[config.mk]
export PLATFORM = sky130hd
export DESIGN_NAME = flit_mux_rr
export DESIGN_NICKNAME = d
export VERILOG_FILES = /design/src/rtl/flit_mux_rr.sv
export SDC_FILE = /design/constraint.sdc
export NUM_CORES = 1
export LEC_CHECK = 0
export BUFFER_PORTS_ARGS = -buffer_cell sky130_fd_sc_hd__buf_2
export CAP_MARGIN = 15
export CORE_AREA = 3 3 136 138
export DETAILED_ROUTE_END_ITERATION = 12
export DIE_AREA = 0 0 139 141
export PLACE_DENSITY = 0.72
export SLEW_MARGIN = 20
export SYNTH_ARGS = -nofsm -noshare
export SYNTH_HDL_FRONTEND = slang
export SYNTH_SLANG_ARGS = --single-unit
[constraint.sdc]
create_clock -name clk -period 3.7 [get_ports clk]
set_clock_uncertainty 0.1 [all_clocks]
set_input_delay 0.555 -clock clk [delete_from_list [all_inputs] [get_ports clk]]
set_output_delay 0.555 -clock clk [all_outputs]
set_load 0.05 [all_outputs]
[src/rtl/flit_mux_rr.sv]
// N:1 NoC output-stage flit multiplexer with a registered valid/ready output,
// round-robin arbitration with wormhole packet locking, and a static-select mode.
module flit_mux_rr #(
    parameter int NPORT = 4,
    parameter int DATAW = 66,
    parameter int VCHW  = 2,
    parameter int PORTW = 2
) (
    input  logic                   clk,
    input  logic                   rst,
    input  logic [NPORT*DATAW-1:0] idata,
    input  logic [NPORT-1:0]       ivalid,
    input  logic [NPORT*VCHW-1:0]  ivch,
    output logic [NPORT-1:0]       iready,
    input  logic                   mode,
    input  logic [PORTW-1:0]       sel,
    output logic [DATAW-1:0]       odata,
    output logic                   ovalid,
    output logic [VCHW-1:0]        ovch,
    input  logic                   oready,
    output logic                   locked,
    output logic [PORTW-1:0]       gnt
);

    localparam logic [1:0] T_HEAD = 2'b01;
    localparam logic [1:0] T_TAIL = 2'b11;

    typedef enum logic {IDLE, LOCK} state_e;

    state_e           state_q, state_d;
    logic [PORTW-1:0] gnt_q, gnt_d;
    logic [PORTW-1:0] ptr_q, ptr_d;
    logic [DATAW-1:0] odata_q, odata_d;
    logic [VCHW-1:0]  ovch_q, ovch_d;
    logic             ovalid_q, ovalid_d;

    logic             ld;
    logic             acc;
    logic [NPORT-1:0] head_req;
    logic [NPORT-1:0] cand;
    logic             win_found;
    logic [PORTW-1:0] win_idx;
    logic [PORTW-1:0] src_idx;
    logic [DATAW-1:0] src_flit;
    logic [VCHW-1:0]  src_vch;
    int               k;

    assign ld = !ovalid_q || oready;

    always_comb begin
        head_req = '0;
        for (int p = 0; p < NPORT; p++) begin
            head_req[p] = ivalid[p] && (idata[p*DATAW+DATAW-2 +: 2] == T_HEAD);
        end
    end

    // First HEAD requester at or after the pointer, wrapping at NPORT-1.
    always_comb begin
        win_found = 1'b0;
        win_idx   = '0;
        k         = 0;
        for (int i = 0; i < NPORT; i++) begin
            k = int'(ptr_q) + i;
            if (k >= NPORT) k = k - NPORT;
            if (!win_found && head_req[k]) begin
                win_found = 1'b1;
                win_idx   = PORTW'(k);
            end
        end
    end

    // A held lock overrides mode until the tail has gone through.
    always_comb begin
        cand    = '0;
        src_idx = gnt_q;
        if (state_q == LOCK) begin
            cand[gnt_q] = 1'b1;
        end else if (mode) begin
            cand[win_idx] = win_found;
            src_idx       = win_idx;
        end else begin
            src_idx = sel;
            if (int'(sel) < NPORT) cand[sel] = 1'b1;
        end
    end

    assign iready   = (rst || !ld) ? '0 : cand;
    assign acc      = |(ivalid & iready);
    assign src_flit = idata[src_idx*DATAW +: DATAW];
    assign src_vch  = ivch[src_idx*VCHW +: VCHW];

    always_comb begin
        state_d  = state_q;
        gnt_d    = gnt_q;
        ptr_d    = ptr_q;
        odata_d  = odata_q;
        ovch_d   = ovch_q;
        ovalid_d = ovalid_q;
        if (ld) begin
            ovalid_d = acc;
            if (acc) begin
                odata_d = src_flit;
                ovch_d  = src_vch;
            end
        end
        case (state_q)
            IDLE: begin
                if (acc) begin
                    gnt_d = src_idx;
                    if (mode) state_d = LOCK;
                end
            end
            LOCK: begin
                if (acc && src_flit[DATAW-1 -: 2] == T_TAIL) begin
                    state_d = IDLE;
                    ptr_d   = (gnt_q == PORTW'(NPORT-1)) ? '0 : gnt_q + 1'b1;
                end
            end
            default: state_d = IDLE;
        endcase
    end

    always_ff @(posedge clk) begin
        if (rst) begin
            state_q  <= IDLE;
            gnt_q    <= '0;
            ptr_q    <= '0;
            odata_q  <= '0;
            ovch_q   <= '0;
            ovalid_q <= 1'b0;
        end else begin
            state_q  <= state_d;
            gnt_q    <= gnt_d;
            ptr_q    <= ptr_d;
            odata_q  <= odata_d;
            ovch_q   <= ovch_d;
            ovalid_q <= ovalid_d;
        end
    end

    assign odata  = odata_q;
    assign ovch   = ovch_q;
    assign ovalid = ovalid_q;
    assign locked = (state_q == LOCK);
    assign gnt    = gnt_q;

endmodule

Yosys cells after proc, flatten, opt, wreduce, memory -nomap -nowiden
Cells that the tools add are included.
{"block": "word_totals", "ff_bits": 74, "input_bits": 282}
{"block": "op_classes", "n_addsub": 8, "multipliers": 1, "magnitude_cmp": 14, "n_eq_ne": 6, "n_shift": 2, "mux": 40, "bitwise": 3, "n_reduce_logical": 22}
{"op": "indexed part select 264 x 10 -> 66 bit", "count": 1}
{"op": "< comparator 32 x 4 -> 1 bit, second input constant", "count": 4}
{"op": "two-way mux 32 bit", "count": 4}
{"op": "two-way mux 1 bit", "count": 18}
{"op": "two-way mux 2 bit", "count": 7}
{"op": "two-way mux 4 bit", "count": 3}
{"op": "subtractor 3 x 3 -> 4 bit, second input constant", "count": 3}
{"op": "logical AND 1 bit", "count": 11}
{"op": "greater-or-equal comparator 3 bit, second input constant", "count": 3}
{"op": "< comparator 2 x 3 -> 1 bit, second input constant", "count": 3}
{"op": "bitwise AND 4 bit", "count": 2}
{"op": "binary-select mux 1 bit (select 2 bit)", "count": 4}
{"op": "equality test 2 x 1 -> 1 bit, second input constant", "count": 4}
{"op": "multiplier 2 x 6 -> 8 bit, second input constant", "count": 1}
{"op": "indexed part select 8 x 4 -> 2 bit", "count": 1}
{"op": "adder 2 x 2 -> 3 bit, second input constant", "count": 2}
{"op": "demux 1 bit (select 2 bit)", "count": 3}
{"op": "greater-or-equal comparator 2 x 1 -> 1 bit, second input constant", "count": 3}
{"op": "AND reduction 2 bit", "count": 3}
{"op": "zero test 1 bit", "count": 5}
{"op": "equality test 2 bit, second input constant", "count": 2}
{"op": "OR reduction 4 bit", "count": 1}
{"op": "subtractor 2 x 3 -> 4 bit, second input constant", "count": 1}
{"op": "adder 2 x 1 -> 3 bit, second input constant", "count": 1}
{"op": "5 further kinds", "count": 6}

Longest topological paths before layout
Gate-level depths: netlist of run 1.
{"block": "depth", "word_depth": 28, "depth_mapped": 12, "ltp_nobuf": 10}

Worst setup path before layout of run 1
Ideal clock, no wire load.
{"block": "synth_timing", "kind": "input -> output", "startpoint": "in ivalid[3]", "endpoint": "out iready[2]", "arrival_time_ps": 2675, "required_time_ps": 3045, "setup_slack_ps": 370, "cell_stages": 6, "path_buffers": 1, "cell_sequence": "and3b_1 clkbuf_2 or4_1 o211ai_1 a32oi_1 a21boi_0"}
{"block": "synth_via", "elab_chain_len": 22, "elab_cells_between_ends": 36}
{"item": "start: declaration", "line": "12", "text": "input logic [NPORT-1:0] ivalid,"}
{"item": "logical AND 1 bit *", "line": "53", "text": "head_req[p] = ivalid[p] && (idata[p*DATAW+DATAW-2 +: 2] == T_HEAD);"}
{"item": "binary-select mux 1 bit (select 2 bit)", "line": "65", "text": "if (!win_found && head_req[k]) begin"}
{"item": "two-way mux 1 bit (not written as such) (2 in series)", "line": "65"}
{"item": "two-way mux 1 bit", "line": "65"}
{"item": "zero test 1 bit", "line": "65"}
{"item": "logical AND 1 bit", "line": "65"}
{"item": "two-way mux 1 bit", "line": "65"}
{"item": "zero test 1 bit", "line": "65"}
{"item": "[5 not listed]"}
{"item": "< comparator 2 x 3 -> 1 bit (not written as such) or greater-or-equal comparator 2 x 1 -> 1 bit (tied branches)", "line": "79", "text": "cand[win_idx] = win_found;"}
{"item": "logical AND 1 bit (not written as such)", "line": "79"}
{"item": "two-way mux 1 bit (not written as such)", "line": "79"}
{"item": "demux 1 bit (select 2 bit)", "line": "79"}
{"item": "bitwise AND 4 bit (no line) *"}
{"item": "two-way mux 4 bit *", "line": "78", "text": "end else if (mode) begin"}
{"item": "two-way mux 4 bit *", "line": "76", "text": "if (state_q == LOCK) begin"}
{"item": "two-way mux 4 bit *", "line": "87", "text": "assign iready = (rst || !ld) ? '0 : cand;"}
{"item": "end: declaration", "line": "14", "text": "output logic [NPORT-1:0] iready,"}
Every way passes the cells marked *; elsewhere a longest branch is shown, timed or not. The select of a mux whose other input is x is not followed.

Final worst setup path of run 1
{"block": "layout_timing", "startpoint": "reg ptr_q[1]", "endpoint": "reg state_q (netlist: locked)"}
{"block": "layout_via", "elab_chain_len": 28, "elab_cells_between_ends": 61}
{"item": "start: declaration", "line": "32", "text": "logic [PORTW-1:0] ptr_q, ptr_d;"}
{"item": "start signal: assignment", "line": "134", "text": "ptr_q <= ptr_d;"}
{"item": "branches (longest 27 deep; another with subtractor 3 x 3 -> 4 bit)"}
{"item": "case mux 1 bit (2 select lines) *", "line": "106", "text": "case (state_q)"}
{"item": "end signal: assignment", "line": "132", "text": "state_q <= state_d;"}
{"item": "end: declaration", "line": "30", "text": "state_e state_q, state_d;"}
Every way passes the cells marked *. The select of a mux whose other input is x is not followed.
A chain may end at the register's enable or synchronous reset.

==> results of run 1 <==
## sequential cells by signal, indices dropped and copies added, names as in the netlist
signal  cells
gnt         2
ovalid      1
ptr_q       2
ovch        2
locked      1
odata      66
## kinds of logic after synthesis
kind of cell,count (synthesis)
buffers and inverters,80
multiplexers,4
AND/OR/NAND/NOR,586
AO/OA/AOI/OAI,103
adder cells (fa/ha/maj),4
flip-flops,74
## final cells by class
type / count / area [µm²] / share of cell area, %
repair buffers: 369 / 1939 / 26.46
multi-input cells: 697 / 3322 / 45.32
clock buffers: 10 / 229.0 / 3.124
well taps: 225 / 281.5 / 3.841
clock inverters: 6 / 42.54 / 0.5804
flip-flops and latches: 74 / 1481 / 20.21
inverters: 9 / 33.78 / 0.4609
## layout by cell type (no fill, tap or decap), types with 3 or more instances in the layout
cell and instances:
buf_2 357, nand2_1 340, nand3_1 204, dfxtp_1 74, a21oi_1 72, nor2_1 10
inv_1 9, clkbuf_16 9, buf_4 7, and3b_1 5, buf_12 5, ha_1 4
mux2i_1 3, nor3_1 3, nand3b_1 3, nor2b_1 3, nand4b_1 3
## per-stage QoR
| step | instance area (µm²) | setup WS [ns] |
|---|---|---|
| after detailed placement | 7058 | 0.4946 |
| after global placement | 7058 | 0.4472 |
| after floorplan | 5129 | 0.3700 |
| final | 7330 | 0.7106 |
| after CTS | 7330 | 0.7476 |
| after global routing | 7330 | 0.5401 |
## layer usage
metal  track usage [%]  wire length, µm
met4             6.746              550
met5                 0                0
met2             33.75             9943
met1             22.32             8056
met3             4.579             1600
## critical path: stages, from the launching register on
cell	delay (ns)
dfxtp_1	0.52
nand4bb_1	0.19
a21oi_1	0.11
o311ai_1	0.33
buf_4	0.20
and2_2	0.18
buf_4	0.36
mux2i_1	0.17
a221oi_2	0.41
and2_4	0.23
nor3_1	0.04
## worst max-delay path by stage
stage,cells after the start,startpoint,slack [ns],end
detailed placement,11,idata[263],0.49,locked
finish,10,ptr_q[1],0.71,locked
global placement,11,idata[131],0.45,locked
floorplan,6,ivalid[3],0.37,iready[2]
global route,9,ptr_q[1],0.54,odata[36]
CTS,10,ptr_q[1],0.75,locked
## report_power, final
part | leakage [nW] | switching (W) | total [W] | internal (W)
combinational | 2.96 | 0.000953 | 0.00138 | 0.000431
clock | 0.129 | 0.000341 | 0.000796 | 0.000455
sequential | 0.604 | 0.0000517 | 0.000943 | 0.000891
==> impl_metrics.json, run 1 <==
{
  "numPortBuffers": 357,
  "gp_congestion": 0.8921,
  "area.growth.synth_to_final_pct": 42.91,
  "half_perimeter_wire_length_after_placement_mm": 15.15,
  "final.period_utilization_pct": 80.80,
  "timing_max_transition_violations_final": 0,
  "main_combinational_cell_family_by_area_after_synthesis": "simple AND/OR/NAND/NOR gates",
  "number_of_synthesized_flops_with_an_enable_pin": 0,
  "seq_area_frac_synth_pct": 28.89,
  "overflow": 0,
  "clock_insertion_delay_worst_skew_ns": 0.33,
  "clk_root_buffer_cell": "clkbuf_16",
  "ys_async_sr_fraction_pct": 0,
  "finalCoreUtilization_pct": 42.38,
  "power.ir.vdd_worst_v": 0.0001897,
  "setup-violations-final": 0,
  "yosys.area_share.xor_xnor_pct": 0,
  "static-leakage-power_nw": 3.698,
  "worst_setup_hold_path_clk_slew_ns": 0.06,
  "vias": 6892,
  "fin_nets": 1446,
  "fp.coreArea_um2": 17300,
  "criticalPathCategory": "register to register",
  "finalSetupTns_ns": 0,
  "num-fill-cells": 1849,
  "synth_fp_nets": 1137,
  "placement_rows": 48,
  "post_drt_wl_per_cell_um": 14.50,
  "power_density_nw_per_um2": 426.1,
  "fp.dieArea_um2": 19600,
  "global_route.usage.total_pct": 18.99,
  "place.detailed.instances": 1374,
  "register_to_register_path_setup_slack_ns": 0.71,
  "yosys.area_share.simple_pct": 50.06,
  "cts_tree": "done",
  "worst-r2r-cell-count": 10,
  "first_pass_grt_wire_length_mm": 30.71,
  "yosys_most_used_dff": "dfxtp_1",
  "post-cts-setup-buffer-count": 0,
  "ctsHtreeMaxLevel": 3,
  "grt_start_max_net_pins": 135,
  "regToRegStartpoint": "ptr_q[1]",
  "route.detailed.drc": 0,
  "drv_cap": 0,
  "tritoncts.num_buffers": 9,
  "run_status": "completed",
  "min_from": "odata[49]",
  "grt_antenna_before_repair": 0,
  "vias_per_cell": 4.958,
  "netlist-cell-type-count": 52,
  "cp_data_arrival_time_ns": 3.07,
  "timing.critical_path.fanout_max": 35,
  "diodes": 0,
  "postSynthRegisterBits": 74,
  "synth_top_area_share_pct": 28.89,
  "syn-cell-area_um2": 5129,
  "detailedRoute.firstPassIterationCount": 5,
  "holdWs_ns": 0.3467,
  "ctsHoldBuffers": 0,
  "rsz0062_at_grt": "false",
  "synth_most_common_cell": "nand2_1",
  "post_layout_nonfiller_instances": 1390,
  "timing.max_slew.rel_slack_pct": 46.76,
  "post_synth_mux_area_share_pct": 1.025,
  "synthesis.yosys.warnings": 0,
  "ioPinCount": 358,
  "rr_endpoint": "locked",
  "worst_hold_path.endpoint": "odata[49]",
  "synthAdderAreaFrac_pct": 0.9758,
  "drt-total-wl_mm": 20.15,
  "worst_setup_sp_type": "register",
  "timing.final.hold_violations": 0,
  "complex_gate_fraction_of_the_synthesized_area_pct": 12.20,
  "report.power.total_w": 0.003123,
  "hold_class": "register to register",
  "synth_area_per_cell_um2": 6.027,
  "clock_sinks": 74,
  "cts_buffer_depth": 2,
  "hold_path_stages": 2,
  "required_ns": 3.78,
  "critical_path.endpoint_type": "register",
  "yosys.area.top_type": "dfxtp_1",
  "horizontal_die_dimension_um": 139,
  "drt_first_iter_violations": 468,
  "postCtsResizedCells": 0,
  "worst-slew-pin-transition_ns": 0.7986,
  "drive_gt1_share_pct": 34.08,
  "floorplan.die.height_um": 141,
  "fmax_mhz": 334.5,
  "post_synth_inst_count": 851,
  "synthTopCellsByArea": "dfxtp_1 29%, nand2_1 25%, nand3_1 20%, a21oi_1 7.0%, clkbuf_1 3.1%",
  "post_synth_most_frequent_cells": "342 x nand2_1, 204 x nand3_1, 74 x dfxtp_1",
  "fin_crit_ns": 2.989,
  "vias_in_the_first_global_route": 6149,
  "initial_util_pct": 29.65,
  "antenna_left": 0
}
Note: power is estimated with default switching activity, not from simulation.
==> run 2: changes to the inputs <==
--- a/config.mk
+++ b/config.mk
@@ -5,11 +5,12 @@
 export SDC_FILE = /design/constraint.sdc
 export NUM_CORES = 1
 export LEC_CHECK = 0
+export ABC_AREA = 1
 export BUFFER_PORTS_ARGS = -buffer_cell sky130_fd_sc_hd__buf_2
 export CAP_MARGIN = 15
-export CORE_AREA = 3 3 136 138
+export CORE_AREA = 3 3 138 140
 export DETAILED_ROUTE_END_ITERATION = 12
-export DIE_AREA = 0 0 139 141
+export DIE_AREA = 0 0 141 143
 export PLACE_DENSITY = 0.72
 export SLEW_MARGIN = 20
 export SYNTH_ARGS = -nofsm -noshare
==> constraint.sdc (replaced) <==
create_clock -name clk -period 3.1 [get_ports clk]
set_clock_uncertainty 0.1 [all_clocks]
set_input_delay 0.465 -clock clk [delete_from_list [all_inputs] [get_ports clk]]
set_output_delay 0.465 -clock clk [all_outputs]
set_load 0.05 [all_outputs]
==> impl_metrics.json, run 2 <==
{
  "setup-violations-final": 0,
  "synth_area_per_cell_um2": 5.823,
  "met2RoutedLength_mm": 11.14,
  "seq_area_frac_synth_pct": 27.74,
  "worst_setup_sp_type": "register",
  "post_drt_wl_per_cell_um": 14.86,
  "fin_nets": 1531,
  "global_route.usage.total_pct": 20.32,
  "route.detailed.drc": 0,
  "drv_cap": 0,
  "cts_tree": "done",
  "mostFrequentLayoutCell": "buf_2",
  "ys_async_sr_fraction_pct": 0,
  "vias_per_cell": 4.875,
  "synth_most_common_cell": "nor2_1",
  "antenna_left": 0,
  "hold_class": "input pin to register",
  "regToRegStartpoint": "ptr_q[0]",
  "min_from": "idata[248]",
  "finalCoreUtilization_pct": 42.78,
  "vias_in_the_first_global_route": 6401,
  "drive_gt1_share_pct": 34.75,
  "grt_antenna_before_repair": 2,
  "detailedRoute.firstPassIterationCount": 5,
  "required_ns": 2.53,
  "rsz0062_at_grt": "false",
  "fmax_mhz": 345.0,
  "largest_register_ffs": 66,
  "initial_util_pct": 29.73,
  "vias": 7215,
  "power.share.combinational_pct": 49.4,
  "overflow": 0,
  "fp.coreArea_um2": 17960,
  "post_synth_most_frequent_cells": "340 x nor2_1, 200 x o21ai_0, 74 x dfxtp_1",
  "leading_cell_types_in_the_layout_fill_and_taps_excluded": "356 x buf_2, 339 x nor2_1, 200 x o21ai_0",
  "netlist-cell-type-count": 25,
  "worst-slew-pin-transition_ns": 0.5415,
  "post_synth_inst_count": 917,
  "power.ir.vdd_worst_v": 0.0003300,
  "pre_cts_ws_ns": 0.2161,
  "final.period_utilization_pct": 93.49,
  "placement_rows": 49,
  "cts_buffer_depth": 2,
  "share_seq_of_total_power_pct": 25.6,
  "criticalPathCategory": "register to output pin",
  "clkPwrFrac_pct": 25.0,
  "cp_data_arrival_time_ns": 2.33,
  "clock_sinks": 74,
  "met3_wirelength_mm": 1.954,
  "horizontal_die_dimension_um": 141,
  "number_of_synthesized_flops_with_an_enable_pin": 0,
  "clock_insertion_delay_worst_skew_ns": 0.33,
  "timing.critical_path.fanout_max": 10,
  "timing.max_slew.rel_slack_pct": 63.85,
  "fp.dieArea_um2": 20160,
  "power_switching_share_pct": 44.64,
  "worst_setup_hold_path_clk_slew_ns": 0.06,
  "fin_crit_ns": 2.898,
  "drt-total-wl_mm": 21.99,
  "first_pass_grt_wire_length_mm": 32.65,
  "floorplan.die.height_um": 143,
  "grt_start_max_net_pins": 67,
  "yosys_most_used_dff": "dfxtp_1",
  "p_int_w": 0.002615,
  "p_switching_w": 0.002109,
  "yosys.area.top_type": "dfxtp_1",
  "ioPinCount": 358,
  "ctsHoldBuffers": 0,
  "drt_first_iter_violations": 487,
  "synth_top_area_share_pct": 27.74,
  "postSynthRegisterBits": 74,
  "run_status": "completed",
  "power_density_nw_per_um2": 614.7,
  "routed.top_layer": "met4",
  "routedLengthMet1_mm": 8.443,
  "timing_max_transition_violations_final": 0,
  "static-leakage-power_nw": 3.852,
  "synthTopCellsByArea": "dfxtp_1 28%, nor2_1 24%, o21ai_0 19%, o21ai_1 6.7%, nand2_1 4.1%",
  "worst_setup_path_startpoint": "ptr_q[0]",
  "synthesis.yosys.warnings": 0,
  "syn-cell-area_um2": 5340,
  "area.growth.synth_to_final_pct": 43.91,
  "timing.final.hold_violations": 0,
  "gp_congestion": 0.9274,
  "ctsHtreeMaxLevel": 3,
  "finalSetupTns_ns": 0,
  "critical_path.endpoint_type": "output pin",
  "clk_root_buffer_cell": "clkbuf_16",
  "final_worst_setup_slack_ns": 0.2018,
  "numPortBuffers": 357,
  "num-fill-cells": 1904,
  "half_perimeter_wire_length_after_placement_mm": 17.24,
  "tritoncts.num_buffers": 9,
  "synth_fp_nets": 1203
}
==> run 2: logic make-up (layout without fill, tap and decap cells) <==
kind of cell             count (synthesis)  in the layout  share of synthesized area, %
AO/OA/AOI/OAI                          283            283                         26.78
adder cells (fa/ha/maj)                  4              4                        0.9372
buffers and inverters                   93            425                         8.904
flip-flops                              74             74                         27.74
other                                    0              2                             0
AND/OR/NAND/NOR                        463            463                         35.64
==> run 2: final cells by class <==
cell class,count,area [µm²],area share (%)
multi-input combinational,750,3391,44.12
clock buffer,10,229.0,2.979
inverter,25,97.59,1.270
timing repair buffer,385,2091,27.21
sequential,74,1481,19.28
clock inverter,5,103.9,1.351
tap,229,286.5,3.728
antenna,2,5.005,0.06513
==> run 2: power by group through the flow <==
| stage | clock, W | sequential (W) | combinational [W] |
|---|---|---|---|
| after CTS | 0.00122 | 0.00121 | 0.00234 |
| final | 0.00118 | 0.00121 | 0.00233 |
| after global routing | 0.00126 | 0.00123 | 0.00256 |
| after global placement | 0 | 0.00122 | 0.00233 |
| after floorplan | 0 | 0.00179 | 0.00108 |
| after detailed placement | 0 | 0.00123 | 0.00233 |
==> run 2: metal layers <==
metal	up-vias	global-route usage, %
met4	0	6.578
met1	3172	23.75
met3	27	4.354
met5	-	0
met2	352	37.02
li1	3664	-
==> run 2: worst paths after layout <==
| kind | endpoint | slack [ns] | cells after the start |
|---|---|---|---|
| setup / recovery | iready[2] | 0.20 | 12 |
| hold / removal | odata[50] | 0.39 | 5 |
| setup reg to reg | odata[54] | 0.35 | 15 |
| hold reg to reg | odata[19] | 0.42 | 2 |
==> run 2: what timing repair did <==
item | 4_1_cts | 5_1_grt
setup buffers | 0 | 1
gates resized for setup | 0 | 4
endpoints found under the setup margin | 0 | 6
==> run 2: worst max-delay path: stages, from the launching register on <==
cell        delay [ns]
dfxtp_1           0.39
clkinvlp_4        0.22
nand2_1           0.13
nand2_2           0.08
nor2_4            0.14
nand4_1           0.13
nand4_1           0.17
nand2_2           0.10
nand2_2           0.10
inv_2             0.05
nor2_2            0.11
and2_1            0.14
clkbuf_4          0.22
==> run 2: stage by stage <==
| stage | power [W] | std cells | cell area [µm²] | hold slack, ns |
|---|---|---|---|---|
| after global routing | 0.005041 | 1480 | 7685 | 0.4056 |
| after detailed placement | 0.003561 | 1462 | 7327 | 0.4078 |
| after global placement | 0.003550 | 1462 | 7327 | 0.3903 |
| after CTS | 0.004774 | 1477 | 7660 | 0.3727 |
| after floorplan | 0.002868 | 917 | 5340 | 0.4495 |
| final | 0.004724 | 1480 | 7685 | 0.3885 |
==> run 3: changes to the inputs <==
--- a/config.mk
+++ b/config.mk
@@ -8,10 +8,13 @@
 export ABC_AREA = 1
 export BUFFER_PORTS_ARGS = -buffer_cell sky130_fd_sc_hd__buf_2
 export CAP_MARGIN = 15
-export CORE_AREA = 3 3 138 140
+export CELL_PAD_IN_SITES_DETAIL_PLACEMENT = 1
+export CELL_PAD_IN_SITES_GLOBAL_PLACEMENT = 1
+export CORE_ASPECT_RATIO = 1.2
+export CORE_MARGIN = 3
+export CORE_UTILIZATION = 27
 export DETAILED_ROUTE_END_ITERATION = 12
-export DIE_AREA = 0 0 141 143
-export PLACE_DENSITY = 0.72
+export PLACE_DENSITY = 0.94
 export SLEW_MARGIN = 20
 export SYNTH_ARGS = -nofsm -noshare
 export SYNTH_HDL_FRONTEND = slang
==> constraint.sdc (replaced) <==
create_clock -name clk -period 2.95 [get_ports clk]
set_clock_uncertainty 0.1 [all_clocks]
set_input_delay 0.4425 -clock clk [delete_from_list [all_inputs] [get_ports clk]]
set_output_delay 0.4425 -clock clk [all_outputs]
set_load 0.05 [all_outputs]
==> impl_metrics.json, run 3 (synthesized netlist as in run 2, its figures left out) <==
{
  "setup-violations-final": 0,
  "area_of_the_multi_input_gates_um2": 3398,
  "worst_hold_path.endpoint": "odata[48]",
  "ioPinCount": 358,
  "cts_buffer_depth": 2,
  "final.period_utilization_pct": 93.44,
  "cp_data_arrival_time_ns": 2.21,
  "fp.coreArea_um2": 19130,
  "place.detailed.instances": 1478,
  "horizontal_die_dimension_um": 134.4,
  "numPortBuffers": 357,
  "largest_register_ffs": 66,
  "global_route.usage.total_pct": 21.98,
  "run_status": "completed",
  "half_perimeter_wire_length_after_placement_mm": 19.99,
  "cts_tree": "done",
  "power.ir.vdd_worst_v": 0.0002317,
  "timing.final.hold_violations": 0,
  "power_density_nw_per_um2": 664.7,
  "drt-total-wl_mm": 25.23,
  "timing_max_transition_violations_final": 0,
  "rsz0062_at_grt": "false",
  "hold_path_stages": 5,
  "ctsHtreeMaxLevel": 3,
  "fin_crit_ns": 2.756,
  "clk_root_buffer_cell": "clkbuf_16",
  "drt_first_iter_violations": 402,
  "mostFrequentLayoutCell": "buf_2",
  "ctsHoldBuffers": 0,
  "timing.max_slew.rel_slack_pct": 60.81,
  "post_layout_nonfiller_instances": 1497,
  "vias_in_the_first_global_route": 7360,
  "clock_sinks": 74,
  "clock_insertion_delay_worst_skew_ns": 0.33,
  "regToRegStartpoint": "ptr_q[0]",
  "post_drt_wl_per_cell_um": 16.86,
  "finalSetupTns_ns": 0,
  "worst_setup_hold_path_clk_slew_ns": 0.06,
  "required_ns": 2.41,
  "overflow": 0,
  "grt_antenna_before_repair": 2,
  "worst_setup_path_startpoint": "ptr_q[0]",
  "route.detailed.drc": 0,
  "num-fill-cells": 2715,
  "criticalPathCategory": "register to output pin",
  "register_to_register_path_setup_slack_ns": 0.31,
  "tritoncts.num_buffers": 9,
  "floorplan.die.height_um": 160.1,
  "drv_cap": 0,
  "grt_start_max_net_pins": 74,
  "area.growth.synth_to_final_pct": 44.28,
  "timing.critical_path.fanout_max": 10,
  "worst_setup_sp_type": "register",
  "gp_congestion": 0.9185,
  "antenna_left": 0,
  "critical_path.endpoint_type": "output pin",
  "worst-r2r-cell-count": 16,
  "fp.dieArea_um2": 21510,
  "detailedRoute.firstPassIterationCount": 4,
  "first_pass_grt_wire_length_mm": 38.13,
  "report.power.total_w": 0.005122,
  "hold_class": "input pin to register",
  "min_from": "idata[246]",
  "static-leakage-power_nw": 3.831,
  "register_area_um2": 1483,
  "fin_nets": 1520,
  "fmax_mhz": 362.8,
  "initial_util_pct": 27.91,
  "drive_gt1_share_pct": 34.54,
  "finalCoreUtilization_pct": 40.27,
  "vias": 7371,
  "rr_endpoint": "odata[50]",
  "worst-slew-pin-transition_ns": 0.5871,
  "vias_per_cell": 4.924,
  "leading_cell_types_in_the_layout_fill_and_taps_excluded": "356 x buf_2, 339 x nor2_1, 200 x o21ai_0",
  "placement_rows": 55
}
-- run 3: cell types whose count changed in the layout (fill, tap and decap cells not counted), moves of 2 or more --
cell	previous run	this run
buf_12	7	9
buf_4	20	7
nand2_1	59	57
nand2_2	6	8
-- run 3: worst max path at each step --
stage,slack [ns],cells after the start,endpoint
floorplan,0.09,12,iready[3]
global route,0.004,14,iready[0]
global placement,0.22,18,odata[56]
detailed placement,0.14,18,odata[52]
CTS,0.001,13,iready[2]
finish,0.19,13,iready[2]
-- run 3: worst max-delay path, stage by stage (launching register included) --
cell and delay [ns]:
dfxtp_1 0.34, buf_4 0.18, nand2_1 0.08, nand2_2 0.12
nand3_2 0.10, nand2_4 0.10, nand4_1 0.12, nand4_1 0.16
nand2_2 0.10, nand2_2 0.11, inv_2 0.05, nor2_2 0.10
and2_4 0.16, buf_6 0.15
-- run 3: per-layer routing --
metal  GRT usage (%)  wire length, µm  vias up  part of all wire, %
met2           40.37            13120      237                   52
met5               0                0        -                    0
met3           5.860             1731       30                  6.9
met1           25.01             9907     3465                   39
met4           5.556              470        0                  1.9
li1                -                -     3639                    -
-- run 3: final cells by class --
class | count | share of cell area (%)
Multi-Input combinational cell | 750 | 44.11
Tap cell | 256 | 4.157
Antenna cell | 2 | 0.06496
Inverter | 25 | 1.218
Sequential cell | 74 | 19.24
Clock inverter | 5 | 1.624
Timing Repair Buffer | 374 | 26.44
Clock buffer | 11 | 3.150
-- run 3: metrics by stage --
step / setup WS, ns / cell area, µm² / hold slack, ns
2_1_floorplan: 0.09479 / 5340 / 0.4495
3_3_place_gp: 0.2179 / 7303 / 0.3894
3_5_place_dp: 0.1403 / 7303 / 0.4091
4_1_cts: 0.0009555 / 7671 / 0.3338
5_1_grt: 0.004466 / 7702 / 0.3866
6_report: 0.1936 / 7705 / 0.3522
-- run 3: power breakdown --
group	internal, W	leakage [nW]	switching (W)	total, W
sequential	0.00118	0.610	0.0000924	0.00127
clock	0.000934	0.180	0.000427	0.00136
combinational	0.000732	3.04	0.00176	0.00249
-- run 3: timing repair --
item | 4_1_cts | 5_1_grt
buffers inserted | 0 | 1
resized for setup | 0 | 10
setup endpoints to repair | 0 | 19
